**src/rtl/pipe_if_stage.sv**
```systemverilog
// Instruction fetch stage and IF/ID register: owns the PC, talks to imem via req/ready,
// holds one early word in a skid buffer and applies branch/jump redirects from ID.
module pipe_if_stage #(
    parameter logic [31:0] RESET_PC   = 32'h0000_0000,
    parameter int          DELAY_SLOT = 1
) (
    input  logic        clock,
    input  logic        reset,
    input  logic        stall,
    input  logic [1:0]  pcsrc,
    input  logic [31:0] bpc,
    input  logic [31:0] rpc,
    input  logic [31:0] jpc,
    output logic [31:0] pc,
    output logic        imem_req,
    input  logic        imem_ready,
    input  logic [31:0] imem_rdata,
    output logic [31:0] dinst,
    output logic [31:0] dpc4,
    output logic        dvalid
);

    localparam logic [1:0] FETCH = 2'd0;
    localparam logic [1:0] BUF   = 2'd1;
    localparam logic [1:0] DROP  = 2'd2;

    localparam bit SLOT_EXEC = (DELAY_SLOT != 0);

    logic [1:0]  state;
    logic [1:0]  state_nx;
    logic [31:0] pc_nx;
    logic [31:0] dinst_nx;
    logic [31:0] dpc4_nx;
    logic        dvalid_nx;
    logic [31:0] buf_inst;
    logic [31:0] buf_inst_nx;
    logic [31:0] buf_pc4;
    logic [31:0] buf_pc4_nx;
    logic        pend_vld;
    logic        pend_vld_nx;
    logic [31:0] pend_pc;
    logic [31:0] pend_pc_nx;

    logic [31:0] pc_plus4;
    logic [31:0] target;
    logic [31:0] seq_pc;
    logic        redirect;
    logic        complete;

    assign pc_plus4 = pc + 32'd4;
    assign redirect = (pcsrc != 2'b00) && !stall;
    assign imem_req = !reset && (state != BUF);
    assign complete = imem_req && imem_ready;
    // A delay-slot redirect latched while the slot was in flight wins over pc+4.
    assign seq_pc   = pend_vld ? pend_pc : pc_plus4;

    always_comb begin
        case (pcsrc)
            2'b01:   target = bpc;
            2'b10:   target = rpc;
            2'b11:   target = jpc;
            default: target = pc_plus4;
        endcase
    end

    always_comb begin
        state_nx    = state;
        pc_nx       = pc;
        dinst_nx    = dinst;
        dpc4_nx     = dpc4;
        dvalid_nx   = dvalid;
        buf_inst_nx = buf_inst;
        buf_pc4_nx  = buf_pc4;
        pend_vld_nx = pend_vld;
        pend_pc_nx  = pend_pc;

        case (state)
            FETCH: begin
                if (complete) begin
                    if (stall) begin
                        // ID is busy: park the word, keep fetching address moving.
                        buf_inst_nx = imem_rdata;
                        buf_pc4_nx  = pc_plus4;
                        pc_nx       = seq_pc;
                        pend_vld_nx = 1'b0;
                        state_nx    = BUF;
                    end else if (redirect && !SLOT_EXEC) begin
                        pc_nx       = target;
                        dvalid_nx   = 1'b0;
                        pend_vld_nx = 1'b0;
                    end else begin
                        dinst_nx    = imem_rdata;
                        dpc4_nx     = pc_plus4;
                        dvalid_nx   = 1'b1;
                        pc_nx       = redirect ? target : seq_pc;
                        pend_vld_nx = 1'b0;
                    end
                end else if (!stall) begin
                    dvalid_nx = 1'b0;
                    if (redirect) begin
                        pend_pc_nx = target;
                        if (SLOT_EXEC) begin
                            pend_vld_nx = 1'b1;
                        end else begin
                            state_nx = DROP;
                        end
                    end
                end
            end

            BUF: begin
                if (!stall) begin
                    state_nx = FETCH;
                    if (redirect) begin
                        pc_nx = target;
                    end
                    if (redirect && !SLOT_EXEC) begin
                        dvalid_nx = 1'b0;
                    end else begin
                        dinst_nx  = buf_inst;
                        dpc4_nx   = buf_pc4;
                        dvalid_nx = 1'b1;
                    end
                end
            end

            DROP: begin
                if (!stall) begin
                    dvalid_nx = 1'b0;
                end
                if (redirect) begin
                    pend_pc_nx = target;
                end
                // The outstanding response belongs to the squashed path.
                if (complete) begin
                    pc_nx    = redirect ? target : pend_pc;
                    state_nx = FETCH;
                end
            end

            default: begin
                state_nx = FETCH;
            end
        endcase
    end

    always_ff @(posedge clock or posedge reset) begin
        if (reset) begin
            state    <= FETCH;
            pc       <= RESET_PC;
            dinst    <= 32'd0;
            dpc4     <= 32'd0;
            dvalid   <= 1'b0;
            buf_inst <= 32'd0;
            buf_pc4  <= 32'd0;
            pend_vld <= 1'b0;
            pend_pc  <= 32'd0;
        end else begin
            state    <= state_nx;
            pc       <= pc_nx;
            dinst    <= dinst_nx;
            dpc4     <= dpc4_nx;
            dvalid   <= dvalid_nx;
            buf_inst <= buf_inst_nx;
            buf_pc4  <= buf_pc4_nx;
            pend_vld <= pend_vld_nx;
            pend_pc  <= pend_pc_nx;
        end
    end

endmodule

```
**config.mk**
```make
export PLATFORM = sky130hd
export DESIGN_NAME = pipe_if_stage
export DESIGN_NICKNAME = d
export VERILOG_FILES = /design/src/rtl/pipe_if_stage.sv
export SDC_FILE = /design/constraint.sdc
export NUM_CORES = 1
export LEC_CHECK = 0
export ABC_AREA = 0
export CAP_MARGIN = 20
export CELL_PAD_IN_SITES_DETAIL_PLACEMENT = 0
export CELL_PAD_IN_SITES_GLOBAL_PLACEMENT = 2
export CORE_MARGIN = 1
export CORE_UTILIZATION = 27
export CTS_BUF_LIST = sky130_fd_sc_hd__clkbuf_4 sky130_fd_sc_hd__clkbuf_8
export CTS_CLUSTER_DIAMETER = 40
export DETAILED_ROUTE_END_ITERATION = 7
export MAX_ROUTING_LAYER = met4
export PLACE_DENSITY = 0.73
export SLEW_MARGIN = 30
export SYNTH_ARGS = -nofsm -noshare
export SYNTH_HDL_FRONTEND = slang
export SYNTH_SLANG_ARGS = --single-unit
```
**constraint.sdc**
```tcl
create_clock -name clock -period 12.2 [get_ports clock]
set_clock_uncertainty 0.1 [all_clocks]
set_input_delay 2.44 -clock clock [delete_from_list [all_inputs] [get_ports clock]]
set_output_delay 2.44 -clock clock [all_outputs]
set_load 0.01 [all_outputs]
```
==> impl_metrics.env, run 1 <==
export IMPL_regArea_mm2=0.00488
export IMPL_synth_nets=1232
export IMPL_place_ws_ns=5.91
export IMPL_switching_share=0.343
export IMPL_antenna_found_initial=0
export IMPL_cp_data_arrival_time_ns=3.79
export IMPL_rr_worst_depth=5
export IMPL_die_y_um=196
export IMPL_synth_xor_area_frac=0.0164
export IMPL_avgSynthCellArea_um2=9.22
export IMPL_htreeDepth=4
export IMPL_clkSlewWorstSetupHoldPaths_ns=0.09
export IMPL_dp_cells=1728
export IMPL_multi_input_area_mm2=0.00485
export IMPL_min_period_ns=6.33
export IMPL_pin_count=232
export IMPL_max_slew_margin_rel=0.359
export IMPL_cpMaxStageDelayCell="clkdlybuf4s50_1"
export IMPL_synth_top_family_by_area="simple AND/OR/NAND/NOR gates"
export IMPL_fin_crit_sh=0.519
export IMPL_cts_sinks=195
export IMPL_rsz0062_at_grt="false"
export IMPL_synth_cell_types=71
export IMPL_p_leak_nw=5.60
export IMPL_synth_common_cells="nand2_1, dfrtp_1, o21ai_0, mux2i_1, nor2_1"
export IMPL_path_class="in2out"
export IMPL_vdd_drop_max_mv=0.0606
export IMPL_muxShareOfSynthArea=0.0973
export IMPL_vias=8503
export IMPL_syn2layout_area_growth_pct=30.5
export IMPL_crit_fanout=4
export IMPL_power_frac_comb=0.312
export IMPL_cts_resized=0
export IMPL_clock_path_buffers=2
export IMPL_synth_fa_ha_area_frac=0.00124
export IMPL_fin_nets=1414
export IMPL_synth_top_area_cell="dfrtp_1"
export IMPL_synthSimpleGateAreaFrac=0.195
export IMPL_start_kind="input pin"
export IMPL_place_gp_congestion=0.781
export IMPL_final_antenna_net_count=0
export IMPL_synth_seq_cells=195
export IMPL_hpwlAfterDp_um=22100
export IMPL_grt_pass1_wl_um=50300
export IMPL_synth_edf_count=0
export IMPL_fp_row_count=70
export IMPL_drt_initial_drc_count=450
export IMPL_grt_start_max_net_pins=129
export IMPL_crit_chain="clkdlybuf4s50_1 > nor2_1 > clkdlybuf4s50_1"
export IMPL_wirelength_um=31900
export IMPL_hold_violations=0
export IMPL_postLayoutCellArea_mm2=0.0132
export IMPL_critPathMaxStageDelay_ns=0.57
export IMPL_post_cts_buffers=0
export IMPL_antenna_cells=0
export IMPL_synth_compound_area_share=0.168
export IMPL_p_total_w=0.00202
export IMPL_cp_required_ns=9.66
export IMPL_hold_buffers=0
export IMPL_drc=0
export IMPL_groute_usage_overall=0.176
export IMPL_synthCells=1097
export IMPL_setup_viol=0
export IMPL_intPower_w=0.00133
export IMPL_yosys_top_cells_area="dfrtp_1, nand2_1, o21ai_0"
export IMPL_run_status="completed"
export IMPL_synth_most_common_cell="nand2_1"
export IMPL_yosys_warnings=0
export IMPL_finalWorstSetupSlack_ns=5.87
export IMPL_layout_cells_non_filler=1760
export IMPL_p_switching_w=0.000692
export IMPL_sequentialPowerShare=0.463
export IMPL_io_buffers=231
export IMPL_syn_area_mm2=0.0101
export IMPL_tightest_slew_ns=0.962
export IMPL_ys_async_sr_fraction=1.00
export IMPL_drt_vias_per_instance=4.83
export IMPL_drv_slew=0
export IMPL_die_area_mm2=0.0383
export IMPL_power_density_mw_per_mm2=153
export IMPL_root_buffer="clkbuf_8"
export IMPL_fmax_mhz=158
export IMPL_min_path_type="reg2reg"
export IMPL_worstHoldPathCells=2
export IMPL_grt_pass1_vias=8225
export IMPL_pwr_share_clk=0.226
export IMPL_cts_buffers_inserted=17
export IMPL_crit_top_cell="clkdlybuf4s50_1"
export IMPL_finalSetupTns_ns=0
export IMPL_placed_area_mm2=0.0128
export IMPL_synth_top_area_frac=0.482
export IMPL_synth_seq_area_share=0.482
export IMPL_maxCapViolCount=0
export IMPL_start_util=0.275
export IMPL_core_area_mm2=0.0368
export IMPL_clk_latency_ns=0.48
export IMPL_cts_tree="built"
export IMPL_layout_drive_gt1_share=0.0937
export IMPL_post_drt_wl_per_cell_um=18.1
export IMPL_fillers=3817
export IMPL_grt_overflow=0
export IMPL_die_x_um=196
export IMPL_endpoint_kind="output pin"
export IMPL_firstDrtPassIters=5
export IMPL_synth_top_flop_cell="dfrtp_1"
==> final cells by class <==
type | instances | area share
inverter | 6 | 0.00265
multi-input combinational | 813 | 0.368
tap | 468 | 0.0444
clock inverter | 14 | 0.0132
timing repair buffer | 246 | 0.183
sequential | 195 | 0.370
clock buffer | 18 | 0.0188
==> worst paths after layout <==
kind	end	slack, ns	start
max	imem_req	5.87	reset
min reg2reg	buf_pc4[11]$_DFFE_PP0P_	0.38	buf_pc4[11]$_DFFE_PP0P_
max in group asynchronous	buf_inst[31]$_DFFE_PP0P_	8.41	reset
max reg2reg	dpc4[24]$_DFFE_PP0P_	8.87	state[0]$_DFFE_PP0P_
min in group asynchronous	state[0]$_DFFE_PP0P_	2.48	reset
min	buf_pc4[11]$_DFFE_PP0P_	0.38	buf_pc4[11]$_DFFE_PP0P_
==> metrics by stage <==
step | hold slack [ns] | utilization
floorplan | 0.340 | -
finish | 0.376 | 0.359
global placement | 0.352 | 0.347
detailed placement | 0.357 | 0.347
global route | 0.399 | 0.359
CTS | 0.381 | 0.359
==> per-layer routing <==
metal | vias to the layer above | global-route usage | share of wire
met4 | 0 | 0.0452 | 0.015
met5 | - | - | 0
met1 | 4008 | 0.254 | 0.51
met2 | 250 | 0.253 | 0.43
li1 | 4216 | - | -
met3 | 29 | 0.0290 | 0.045
==> power groups by stage <==
stage / clock (W) / sequential [W] / combinational (W)
detailed placement: 0 / 0.000951 / 0.000635
CTS: 0.000478 / 0.000937 / 0.000637
floorplan: 0 / 0.000940 / 0.000295
global route: 0.000500 / 0.000959 / 0.000696
global placement: 0 / 0.000945 / 0.000630
finish: 0.000456 / 0.000933 / 0.000629
==> logic make-up (layout without fill, tap and decap cells) <==
logic type,after synthesis,after routing
AO/OA/AOI/OAI,279,279
XOR/XNOR,19,19
adder cells (fa/ha/maj),1,1
buffers and inverters,89,284
flip-flops,195,195
multiplexers,94,94
AND/OR/NAND/NOR,420,420
==> cells in the final DEF (no fill, tap or decap), types with 4 or more instances in the layout <==
master / Yosys / layout
or3_1: 6 / 6
inv_1: 6 / 5
clkdlybuf4s50_1: 0 / 229
nor2_1: 55 / 55
a211oi_1: 9 / 9
mux2i_1: 59 / 59
xnor2_1: 14 / 14
o21ai_1: 8 / 8
a221oi_1: 8 / 8
a21oi_1: 30 / 30
and4_1: 5 / 5
and3_1: 19 / 18
o31a_1: 4 / 4
inv_6: 0 / 5
o221ai_1: 4 / 4
nor4_2: 5 / 5
mux2_2: 35 / 35
xor2_1: 5 / 5
a22oi_1: 19 / 19
nand3_1: 20 / 20
clkbuf_8: 0 / 18
and2_1: 6 / 6
nand4_1: 8 / 8
o21ai_0: 153 / 153
nand2_1: 267 / 266
dfrtp_1: 195 / 194
buf_4: 5 / 13
a31oi_1: 7 / 7
==> flip-flops by register name, indices dropped and copies added, names as in the netlist, named ones only <==
name      cells
pend_pc      32
state         1
pc           32
dpc4         32
dinst        32
buf_inst     32
pend_vld      1
buf_pc4      32
==> worst max-delay path: cells and delay by family <==
kind / cells / cell delay [ns]
buffers and inverters: 2 / 1.13
AND/OR/NAND/NOR: 1 / 0.21
Note: power is estimated with default switching activity, not from simulation.
==> run 2, diff against run 1 <==
--- a/config.mk
+++ b/config.mk
@@ -15,7 +15,7 @@
 export CTS_CLUSTER_DIAMETER = 40
 export DETAILED_ROUTE_END_ITERATION = 7
 export MAX_ROUTING_LAYER = met4
-export PLACE_DENSITY = 0.73
+export PLACE_DENSITY = 0.75
 export SLEW_MARGIN = 30
 export SYNTH_ARGS = -nofsm -noshare
 export SYNTH_HDL_FRONTEND = slang
==> constraint.sdc (replaced) <==
create_clock -name clock -period 5.8 [get_ports clock]
set_clock_uncertainty 0.1 [all_clocks]
set_input_delay 1.16 -clock clock [delete_from_list [all_inputs] [get_ports clock]]
set_output_delay 1.16 -clock clock [all_outputs]
set_load 0.01 [all_outputs]
==> run 2 against run 1 <==
Effect of this change:
- sequential cell count stayed put
- worst setup slack worse by 3.8 ns
- register-to-register slack got worse by 6.3 ns
- sequential power up 110%
- critical path depth unchanged
- hold slack improved by 0.0039 ns
- routed wire length about the same
- die area unchanged
- power up 110%
- clock power grew 110%
- first-iteration DRC count rose by 5.8%
==> impl_metrics.env, run 2 (synthesis results as in run 1) <==
export IMPL_maxCapViolCount=0
export IMPL_cts_resized=0
export IMPL_cts_tree="built"
export IMPL_layout_drive_gt1_share=0.0937
export IMPL_clkSlewWorstSetupHoldPaths_ns=0.10
export IMPL_final_common_cell="nand2_1"
export IMPL_run_status="completed"
export IMPL_switching_share=0.355
export IMPL_fmax_mhz=268
export IMPL_cp_data_arrival_time_ns=2.47
export IMPL_start_util=0.275
export IMPL_hold_buffers=0
export IMPL_setup_viol=0
export IMPL_mostFrequentLayoutCells="nand2_1, clkdlybuf4s50_1, dfrtp_1"
export IMPL_post_drt_wl_per_cell_um=18.1
export IMPL_start_kind="input pin"
export IMPL_r2r_setup_slack_ns=2.54
export IMPL_die_y_um=196
export IMPL_min_from="buf_pc4[28]$_DFFE_PP0P_"
export IMPL_path_class="in2out"
export IMPL_syn2layout_area_growth_pct=30.5
export IMPL_fp_row_count=70
export IMPL_finalSetupTns_ns=0
export IMPL_final_antenna_net_count=0
export IMPL_fin_crit_sh=0.643
export IMPL_r2r_end="buf_pc4[7]$_DFFE_PP0P_"
export IMPL_reg2reg_from="state[0]$_DFFE_PP0P_"
export IMPL_vias=8567
export IMPL_hold_violations=0
export IMPL_pin_count=232
export IMPL_grt_overflow=0
export IMPL_place_gp_congestion=0.785
export IMPL_p_switching_w=0.00151
export IMPL_min_path_type="reg2reg"
export IMPL_hold_path_end="buf_pc4[28]$_DFFE_PP0P_"
export IMPL_sequentialPowerShare=0.462
export IMPL_rr_worst_depth=6
export IMPL_wirelength_um=31800
export IMPL_grt_start_max_net_pins=138
export IMPL_dr_wl_met2_um=14000
export IMPL_cts_sinks=195
export IMPL_drv_slew=0
export IMPL_endpoint_kind="output pin"
export IMPL_finalWorstSetupSlack_ns=2.07
export IMPL_power_density_mw_per_mm2=323
export IMPL_intPower_w=0.00275
export IMPL_p_total_w=0.00426
export IMPL_tightest_slew_ns=0.958
export IMPL_clk_latency_ns=0.48
export IMPL_min_period_ns=3.73
export IMPL_fin_nets=1413
export IMPL_core_area_mm2=0.0368
export IMPL_worstHoldPathCells=2
export IMPL_drc=0
export IMPL_place_ws_ns=1.65
export IMPL_crit_fanout=4
export IMPL_groute_usage_overall=0.175
export IMPL_post_cts_buffers=0
export IMPL_die_x_um=196
export IMPL_pwr_share_clk=0.227
export IMPL_drt_initial_drc_count=476
export IMPL_wirelength_met1_um=16200
export IMPL_clock_path_buffers=2
export IMPL_firstDrtPassIters=6
export IMPL_hpwlAfterDp_um=22800
export IMPL_critPathLaunch="reset"
export IMPL_p_leak_nw=5.59
export IMPL_power_frac_comb=0.311
export IMPL_fin_util=0.359
export IMPL_antenna_found_initial=0
export IMPL_grt_pass1_vias=8473
export IMPL_htreeDepth=4
export IMPL_rsz0062_at_grt="false"
export IMPL_route_met3_wl_um=1280
export IMPL_grt_pass1_wl_um=50700
export IMPL_max_slew_margin_rel=0.361
export IMPL_fillers=3804
export IMPL_root_buffer="clkbuf_8"
export IMPL_antenna_cells=0
export IMPL_cts_buffers_inserted=17
export IMPL_die_area_mm2=0.0383
export IMPL_top_layer="met4"
export IMPL_cp_required_ns=4.54
export IMPL_io_buffers=231
export IMPL_vdd_drop_max_mv=0.114
export IMPL_drt_vias_per_instance=4.87
-- run 2: changes by cell type in the layout (fill, tap and decap cells not counted), sizes merged --
cell	delta
inv	+4
clkinv	-3
buf	-1
bufinv	-1
clkbuf	-1
clkinvlp	+1
-- run 2: how the worst max path moves through the flow --
stage,end,slack (ns),depth (start not counted)
detailed placement,buf_pc4[9]$_DFFE_PP0P_,1.65,7
finish,imem_req,2.07,3
global placement,buf_pc4[12]$_DFFE_PP0P_,1.73,7
global route,buf_pc4[7]$_DFFE_PP0P_,1.94,7
floorplan,asynchronous set/reset pin,2.02,1
CTS,imem_req,2.04,3
-- run 2: per-stage QoR --
step                      instance area [um^2]  hold slack [ns]  instances
final                                    13200            0.380       1759
after global routing                     13200            0.404       1759
after CTS                                13200            0.382       1759
after detailed placement                 12800            0.357       1727
after global placement                   12800            0.353       1727
after floorplan                          10100            0.340       1097
-- run 2: critical path: stages --
cell             delay (ns)
clkdlybuf4s50_1        0.48
nor2_1                 0.23
clkdlybuf4s50_1        0.60
-- run 2: power by group through the flow --
stage	Clock (W)	Sequential [W]	Combinational [W]
finish	0.000967	0.00197	0.00132
CTS	0.00100	0.00197	0.00135
floorplan	0	0.00198	0.000621
global placement	0	0.00199	0.00133
global route	0.00105	0.00202	0.00147
detailed placement	0	0.00200	0.00134
-- run 2: area by class of cell --
cell class	instances	area (um^2)	share of cell area
clock inverters	15	185	0.0140
inverters	6	26.3	0.00199
clock buffers	17	234	0.0177
multi-input cells	813	4870	0.369
flip-flops and latches	195	4880	0.370
well taps	468	586	0.0443
repair buffers	245	2420	0.184
-- run 2: metal layers --
| layer | vias to the layer above | GRT usage |
|---|---|---|
| li1 | 4229 | - |
| met1 | 4058 | 0.249 |
| met2 | 261 | 0.261 |
| met3 | 19 | 0.0282 |
| met4 | 0 | 0.0400 |
| met5 | - | - |
==> run 3, diff against run 2 <==
--- a/config.mk
+++ b/config.mk
@@ -15,7 +15,7 @@
 export CTS_CLUSTER_DIAMETER = 40
 export DETAILED_ROUTE_END_ITERATION = 7
 export MAX_ROUTING_LAYER = met4
-export PLACE_DENSITY = 0.75
+export PLACE_DENSITY = 0.73
 export SLEW_MARGIN = 30
 export SYNTH_ARGS = -nofsm -noshare
 export SYNTH_HDL_FRONTEND = slang
==> constraint.sdc (replaced) <==
create_clock -name clock -period 3.9 [get_ports clock]
set_clock_uncertainty 0.1 [all_clocks]
set_input_delay 0.78 -clock clock [delete_from_list [all_inputs] [get_ports clock]]
set_output_delay 0.78 -clock clock [all_outputs]
set_load 0.01 [all_outputs]
==> run 3 against run 2 <==
Effect of this change:
- non-clock buffer count rose by 11
- core utilization is 0.21 points higher
- sequential share of layout area fell by 0.21 points
- die area unchanged
- power up 47%
- highest routed layer unchanged
==> impl_metrics.env, run 3 (synthesis results as in run 1) <==
export IMPL_multi_input_area_mm2=0.00485
export IMPL_core_area_mm2=0.0368
export IMPL_layout_drive_gt1_share=0.101
export IMPL_drt_vias_per_instance=4.90
export IMPL_cts_sinks=195
export IMPL_hold_violations=0
export IMPL_mostFrequentLayoutCells="nand2_1, clkdlybuf4s50_1, dfrtp_1"
export IMPL_syn2layout_area_growth_pct=31.2
export IMPL_vdd_drop_max_mv=0.219
export IMPL_io_buffers=231
export IMPL_crit_fanout=4
export IMPL_die_area_mm2=0.0383
export IMPL_wirelength_um=32200
export IMPL_clk_latency_ns=0.47
export IMPL_groute_usage_overall=0.177
export IMPL_fmax_mhz=347
export IMPL_final_common_cell="nand2_1"
export IMPL_final_antenna_net_count=0
export IMPL_power_density_mw_per_mm2=471
export IMPL_cpMaxStageDelayCell="clkdlybuf4s50_1"
export IMPL_rsz0062_at_grt="false"
export IMPL_cp_top_family="buffers and inverters"
export IMPL_p_total_w=0.00626
export IMPL_regArea_mm2=0.00488
export IMPL_drt_initial_drc_count=459
export IMPL_grt_pass1_vias=8198
export IMPL_drc=0
export IMPL_max_slew_margin_rel=0.339
export IMPL_antenna_cells=0
export IMPL_whs_ns=0.377
export IMPL_grt_start_max_net_pins=110
export IMPL_cp_buffers_inverters=2
export IMPL_fin_nets=1424
export IMPL_pin_count=232
export IMPL_cts_resized=0
export IMPL_post_cts_buffers=0
export IMPL_fin_crit_sh=0.738
export IMPL_grt_pass1_wl_um=50500
export IMPL_path_class="in2out"
export IMPL_endpoint_kind="output pin"
export IMPL_grt_overflow=0
export IMPL_firstDrtPassIters=5
export IMPL_hpwlAfterDp_um=23100
export IMPL_min_path_type="reg2reg"
export IMPL_cp_data_arrival_time_ns=2.00
export IMPL_hold_buffers=0
export IMPL_finalSetupTns_ns=0
export IMPL_die_y_um=196
export IMPL_crit_top_cell="clkdlybuf4s50_1"
export IMPL_root_buffer="clkbuf_8"
export IMPL_cp_required_ns=3.02
export IMPL_fp_row_count=70
export IMPL_cts_tree="built"
export IMPL_dp_cells=1738
export IMPL_tightest_slew_ns=0.989
export IMPL_die_x_um=196
export IMPL_antenna_found_initial=0
export IMPL_maxCapViolCount=0
export IMPL_post_drt_wl_per_cell_um=18.2
export IMPL_place_gp_congestion=0.824
export IMPL_clkSlewWorstSetupHoldPaths_ns=0.10
export IMPL_setup_viol=0
export IMPL_htreeDepth=4
export IMPL_p_leak_nw=5.64
export IMPL_vias=8673
export IMPL_cts_buffers_inserted=17
export IMPL_layout_cells_non_filler=1770
export IMPL_start_util=0.275
export IMPL_start_kind="input pin"
export IMPL_crit_chain="clkdlybuf4s50_1 > nor2_1 > clkdlybuf4s50_1"
export IMPL_fillers=3807
export IMPL_run_status="completed"
export IMPL_min_period_ns=2.88
export IMPL_clock_path_buffers=2
export IMPL_drv_slew=0
export IMPL_critPathMaxStageDelay_ns=0.58
run 3: cell count changes in the layout (fill, tap and decap cells not counted), sizes merged:
cell	delta
buf	+11
bufinv	-1
clkbuf	+1
clkinv	+2
inv	-2
run 3: worst min-delay path, delay by kind of cell (launching register included):
kind / cells / cell delay (ns)
flip-flops: 1 / 0.35
AND/OR/NAND/NOR: 2 / 0.10
run 3: per-layer routing:
layer	wire [um]	global-route usage	vias up
met2	14400	0.257	271
met4	267	0.0350	0
met1	16100	0.257	4146
met5	0	-	-
li1	-	-	4241
met3	1490	0.0280	15
run 3: layout make-up:
type                       instances  area share
clock buffer                      18      0.0187
clock inverter                    14      0.0107
inverter                           6     0.00198
multi-input combinational        813       0.365
sequential                       195       0.368
tap                              468      0.0441
timing repair buffer             256       0.192
run 3: worst paths after layout:
check | start | end | slack [ns] | cells after the start
hold reg to reg | buf_pc4[11]$_DFFE_PP0P_ | buf_pc4[11]$_DFFE_PP0P_ | 0.38 | 2
setup / recovery | reset | imem_req | 1.02 | 3
max in group asynchronous | reset | dinst[23]$_DFFE_PP0P_ | 2.34 | 3
hold / removal | buf_pc4[11]$_DFFE_PP0P_ | buf_pc4[11]$_DFFE_PP0P_ | 0.38 | 2
min in group asynchronous | reset | asynchronous set/reset pin | 0.77 | 3
setup reg to reg | pc[2]$_DFFE_PP0P_ | pc[15]$_DFFE_PP0P_ | 1.36 | 5
run 3: power by group:
part,switching [W],internal [W]
registers,0.000431,0.00249
logic,0.000985,0.00101
clock network,0.000797,0.000545
total,0.00221,0.00404
run 3: per-stage QoR:
step                       util  worst slack (ns)  area [um^2]
after floorplan               -             0.502        10100
after global placement    0.350             0.753        12900
after detailed placement  0.350             0.744        12900
after CTS                 0.361              1.01        13300
after global routing      0.361             0.961        13300
final                     0.361              1.02        13300
